[src/rtl/id_fwd_stage.sv]
// Instruction-decode stage: field extraction, operand forwarding, load-use stall, registered ID/EX.
// Define ID_BRANCH_RESOLVE_EN to resolve branches/jumps here and redirect fetch.
module id_fwd_stage #(
    parameter int unsigned DATA_W    = 32,
    parameter int unsigned ADDR_W    = 32,
    parameter int unsigned FWD_PORTS = 4,
    parameter int unsigned CNT_W     = 16,
    parameter int unsigned SEL_W     = $clog2(FWD_PORTS)
) (
    input  logic                        clk,
    input  logic                        rst_n,
    input  logic                        in_valid,
    output logic                        in_ready,
    input  logic [ADDR_W-1:0]           inst_addr,
    input  logic [31:0]                 inst,
    input  logic                        reg_rt,
    input  logic                        jump,
    input  logic                        branch,
    input  logic                        branch_ne,
    input  logic                        sext_signed,
    input  logic                        uses_rt,
    input  logic [FWD_PORTS*DATA_W-1:0] fwd_data_a,
    input  logic [FWD_PORTS*DATA_W-1:0] fwd_data_b,
    input  logic [SEL_W-1:0]            fwd_sel_a,
    input  logic [SEL_W-1:0]            fwd_sel_b,
    input  logic                        ex_load_pending,
    input  logic [4:0]                  ex_load_rd,
    input  logic                        flush,
    output logic                        out_valid,
    input  logic                        out_ready,
    output logic [5:0]                  opcode,
    output logic [5:0]                  func,
    output logic [4:0]                  rs,
    output logic [4:0]                  rt,
    output logic [4:0]                  reg_des,
    output logic [DATA_W-1:0]           imm_ext,
    output logic [DATA_W-1:0]           op1,
    output logic [DATA_W-1:0]           op2,
    output logic                        redirect_valid,
    output logic [ADDR_W-1:0]           redirect_addr,
    output logic [CNT_W-1:0]            stall_cnt
);

    localparam logic [1:0] StRun = 2'd0;
    localparam logic [1:0] StHaz = 2'd1;
`ifdef ID_BRANCH_RESOLVE_EN
    localparam logic [1:0] StRdr = 2'd2;
`endif

    logic [1:0]        state_q, state_d;
    logic              hazard, accept, in_rdr;
    logic [DATA_W-1:0] op_a_sel, op_b_sel, imm_d;

    assign hazard = in_valid & ex_load_pending & (ex_load_rd != 5'd0) &
                    ((ex_load_rd == inst[25:21]) | (uses_rt & (ex_load_rd == inst[20:16])));

    assign in_ready = in_rdr | (!flush & !hazard & (!out_valid | out_ready));
    // Beats arriving in RDR are wrong-path and are swallowed, never accepted.
    assign accept   = in_valid & in_ready & !in_rdr;

    assign imm_d = sext_signed ? DATA_W'($signed(inst[15:0])) : DATA_W'(inst[15:0]);

    // Out-of-range selects fall back to the register-file slot.
    always_comb begin
        op_a_sel = fwd_data_a[DATA_W-1:0];
        op_b_sel = fwd_data_b[DATA_W-1:0];
        for (int i = 1; i < int'(FWD_PORTS); i++) begin
            if (int'(fwd_sel_a) == i) op_a_sel = fwd_data_a[i*DATA_W +: DATA_W];
            if (int'(fwd_sel_b) == i) op_b_sel = fwd_data_b[i*DATA_W +: DATA_W];
        end
    end

`ifdef ID_BRANCH_RESOLVE_EN
    logic              taken, redirect_fire;
    logic [ADDR_W-1:0] pc4, jump_tgt, br_tgt;

    assign in_rdr        = (state_q == StRdr);
    assign pc4           = inst_addr + ADDR_W'(4);
    assign jump_tgt      = (pc4 & ~ADDR_W'(28'hFFF_FFFF)) | ADDR_W'({inst[25:0], 2'b00});
    assign br_tgt        = pc4 + ADDR_W'($signed({inst[15:0], 2'b00}));
    assign taken         = jump | (branch & ((op_a_sel == op_b_sel) ^ branch_ne));
    assign redirect_fire = accept & taken;

    always_ff @(posedge clk or negedge rst_n) begin
        if (!rst_n) begin
            redirect_valid <= 1'b0;
            redirect_addr  <= '0;
        end else begin
            redirect_valid <= redirect_fire;
            if (redirect_fire) redirect_addr <= jump ? jump_tgt : br_tgt;
        end
    end
`else
    logic unused_branch_inputs;

    assign in_rdr               = 1'b0;
    assign redirect_valid       = 1'b0;
    assign redirect_addr        = '0;
    assign unused_branch_inputs = ^{jump, branch, branch_ne, inst_addr};
`endif

    always_comb begin
        state_d = StRun;
        if (flush) begin
            state_d = StRun;
        end else if (accept) begin
`ifdef ID_BRANCH_RESOLVE_EN
            state_d = redirect_fire ? StRdr : StRun;
`else
            state_d = StRun;
`endif
        end else if (in_rdr) begin
            state_d = StRun;
        end else begin
            state_d = hazard ? StHaz : StRun;
        end
    end

    always_ff @(posedge clk or negedge rst_n) begin
        if (!rst_n) begin
            state_q   <= StRun;
            out_valid <= 1'b0;
            opcode    <= '0;
            func      <= '0;
            rs        <= '0;
            rt        <= '0;
            reg_des   <= '0;
            imm_ext   <= '0;
            op1       <= '0;
            op2       <= '0;
            stall_cnt <= '0;
        end else begin
            state_q <= state_d;
            if (state_d == StHaz && stall_cnt != {CNT_W{1'b1}}) stall_cnt <= stall_cnt + 1'b1;
            if (flush) begin
                out_valid <= 1'b0;
            end else if (accept) begin
                out_valid <= 1'b1;
                opcode    <= inst[31:26];
                func      <= inst[5:0];
                rs        <= inst[25:21];
                rt        <= inst[20:16];
                reg_des   <= reg_rt ? inst[20:16] : inst[15:11];
                imm_ext   <= imm_d;
                op1       <= op_a_sel;
                op2       <= op_b_sel;
            end else if (out_ready) begin
                out_valid <= 1'b0;
            end
        end
    end

endmodule

[config.mk]
export PLATFORM = sky130hd
export DESIGN_NAME = id_fwd_stage
export DESIGN_NICKNAME = d
export VERILOG_FILES = /design/src/rtl/id_fwd_stage.sv
export SDC_FILE = /design/constraint.sdc
export NUM_CORES = 1
export LEC_CHECK = 0
export ABC_AREA = 1
export BUFFER_PORTS_ARGS = -buffer_cell sky130_fd_sc_hd__buf_2
export CORE_AREA = 4 4 197 199
export DETAILED_ROUTE_END_ITERATION = 6
export DIE_AREA = 0 0 201 203
export SLEW_MARGIN = 10
export SYNTH_ARGS = -nofsm -noshare
export SYNTH_HDL_FRONTEND = slang
export SYNTH_SLANG_ARGS = --single-unit
[constraint.sdc]
create_clock -name clk -period 1.5 [get_ports clk]
set_clock_uncertainty 0.05 [all_clocks]
set_input_delay 0.15 -clock clk [delete_from_list [all_inputs] [get_ports clk]]
set_output_delay 0.15 -clock clk [all_outputs]
set_load 0.05 [all_outputs]
==> flow_metrics.env <==
export IMPL_status="complete, but fails checks"
export IMPL_violations="hold timing, setup timing"
export IMPL_hp_start="out_ready"
export IMPL_core_rowCount=71
export IMPL_yosysTopAreaCell="dfrtp_1"
export IMPL_synth_edf_count=0
export IMPL_grt_max_degree=74
export IMPL_vdd_ir_drop_worst_uv=603.8
export IMPL_rsz0062_at_grt="true"
export IMPL_place_area_mm2=0.01125
export IMPL_die_h_um=203
export IMPL_hpwl_mm=26.35
export IMPL_drt_iter0_markers=582
export IMPL_syn_inst=1208
export IMPL_overflow=0
export IMPL_fmaxAchievable_mhz=613.2
export IMPL_ios=515
export IMPL_worst_hold_slack_ns=-0.02547
export IMPL_drc=0
export IMPL_cp_max_fo=2
export IMPL_wl_per_cell_um=16.08
export IMPL_crit_required_ns=1.30
export IMPL_power_density_mw_per_mm2=1108
export IMPL_timing_final_ws_setup_ns=-0.1308
export IMPL_clock_latency_ns=0.43
export IMPL_wirelength_mm=35.32
export IMPL_netlist_top_cells_area="dfrtp_1 (37%), nand2_1 (26%), nand3_1 (8.7%)"
export IMPL_post_route_min_period_ns=1.631
export IMPL_die_w_um=201
export IMPL_r2r_start="out_valid"
export IMPL_async_reset_ff_frac=1.000
export IMPL_ff2ff_setup_slack_ns=-0.10
export IMPL_arrival_ns=1.43
export IMPL_setup_worst_path_start="out_valid"
export IMPL_worst_setup_path_start_kind="register"
export IMPL_final_net_count=2048
export IMPL_yosys_warnings=0
export IMPL_area_growth_pct=57.47
export IMPL_hold_viol=1
export IMPL_fin_crit_sh=1.087
export IMPL_grt_pass1_wl_mm=52.05
export IMPL_utilization=0.3430
export IMPL_grt_pass1_vias=9447
export IMPL_finish_instance_area_mm2=0.01277
export IMPL_synthTopCellsByCount="nand2_1 (557), nand3_1 (141), dfrtp_1 (119)"
export IMPL_drive_above_1_share=0.3973
export IMPL_crit_path_end_kind="output pin"
export IMPL_via_count=9785
export IMPL_synth_cell_types=25
export IMPL_yosysMostFrequentCell="nand2_1"
export IMPL_slew_violations=0
export IMPL_first_pass_iters=6
export IMPL_criticalPathCategory="register to output pin"
export IMPL_setup_viol=120
export IMPL_initial_core_util=0.2178
export IMPL_ys_seq_area_frac=0.3673
export IMPL_gp_congestion=0.8829
export IMPL_antenna_found_initial=2
export IMPL_ys_seq_elements=119
export IMPL_clk_pin_slew_ns=0.06
export IMPL_tritoncts="built"
export IMPL_die_area_mm2=0.04080
export IMPL_netlist_area_leader_share=0.3673
export IMPL_drt_vias_per_instance=4.454
export IMPL_p_leak_nw=7.217
export IMPL_htreeDepth=4
export IMPL_root_buffer="clkbuf_16"
export IMPL_cts_made_buffers=17
export IMPL_ant_nets=0
export IMPL_total_power_w=0.01415
export IMPL_syn_avg_cell_area_um2=6.712
export IMPL_synthFlopType="dfrtp_1"
export IMPL_syn_cell_area_mm2=0.008108
export IMPL_pre_cts_slack_ns=-0.08375
export IMPL_min_path_type="input pin to register"
export IMPL_drv_cap=0
export IMPL_clock_sinks=119
export IMPL_fillCellCount=3959
export IMPL_port_buffers=446
export IMPL_grt_usage=0.1601
export IMPL_core_area_mm2=0.03722
export IMPL_clock_path_buffers=2
-- layer usage --
layer / up-vias / track usage / share of wire
met1: 4471 / 0.1975 / 0.42
met5: - / 0 / 0
met4: 0 / 0.06391 / 0.030
li1: 4831 / - / -
met3: 55 / 0.04456 / 0.072
met2: 428 / 0.2656 / 0.47
-- metrics by stage --
step	TNS, ns	hold slack (ns)	cells
after floorplan	-1.910	-0.1956	1240
after global placement	-1.586	0.02127	2095
after detailed placement	-3.808	0.02581	2095
after CTS	-7.886	0.0002865	2179
after global routing	-18.61	0.008747	2194
final	-7.918	-0.02547	2197
-- final timing paths --
path	end	cells past startpoint
setup / recovery	in_ready	3
hold / removal	out_valid	4
setup reg to reg	op2[31]	8
hold reg to reg	op2[11]	2
max in group asynchronous	op2[21]	3
min in group asynchronous	imm_ext[5]	2
-- flip-flops by register name (all words and copies together) (netlist names) --
| register | flops |
|---|---|
| func | 5 |
| reg_des | 5 |
| rt | 5 |
| opcode | 6 |
| imm_ext | 12 |
| op2 | 32 |
| out_valid | 1 |
| stall_cnt | 16 |
| op1 | 32 |
| rs | 5 |
-- where the power goes --
group          switching, W  internal, W  total [W]
sequential         0.000282      0.00372    0.00400
clock               0.00163      0.00300    0.00463
combinational       0.00396      0.00156    0.00552
-- area by class of cell --
cell class              instances  area, um^2  share of cell area
well taps                     474       593.1             0.04645
inverters                      35       131.4             0.01029
clock buffers                  18       439.2             0.03440
flip-flops and latches        119        2993              0.2344
diodes                          4       10.01           0.0007840
multi-input cells             950        4486              0.3513
clock inverters                14       220.2             0.01725
repair buffers                583        3895              0.3051
-- cells by family after synthesis --
group,after synthesis,share of synthesized area
mux,5,0.006944
other cells,1,0.0004625
flops,119,0.3673
buf+inv,171,0.1157
compound gates,3,0.002160
simple gates,894,0.4907
fa+ha+maj,1,0.001543
xor+xnor,14,0.01512
-- repair_timing --
action / CTS / global route
hold buffers: 49 / 0
resized for setup: 7 / 31
setup buffers: 3 / 10
endpoints found under the setup margin: 19 / 136
endpoints found under the hold margin: 167 / 0
gates cloned: 0 / 7
pin swaps: 2 / 16
-- critical path, stage by stage (launching register included) --
cell,delay (ns)
dfrtp_2,0.43
a21oi_4,0.19
a21boi_4,0.21
buf_8,0.16
-- placed cells by master, fill, tap and decap left out, types with 28 or more instances in the layout --
cell type / instances
buf_12: 28
buf_2: 441
buf_4: 51
conb_1: 33
dfrtp_1: 107
dlygate4sd3_1: 48
inv_1: 31
nand2_1: 539
nand3_1: 139
nand4_1: 106
or2_2: 64
No activity file was read; power rests on OpenSTA's default activity.
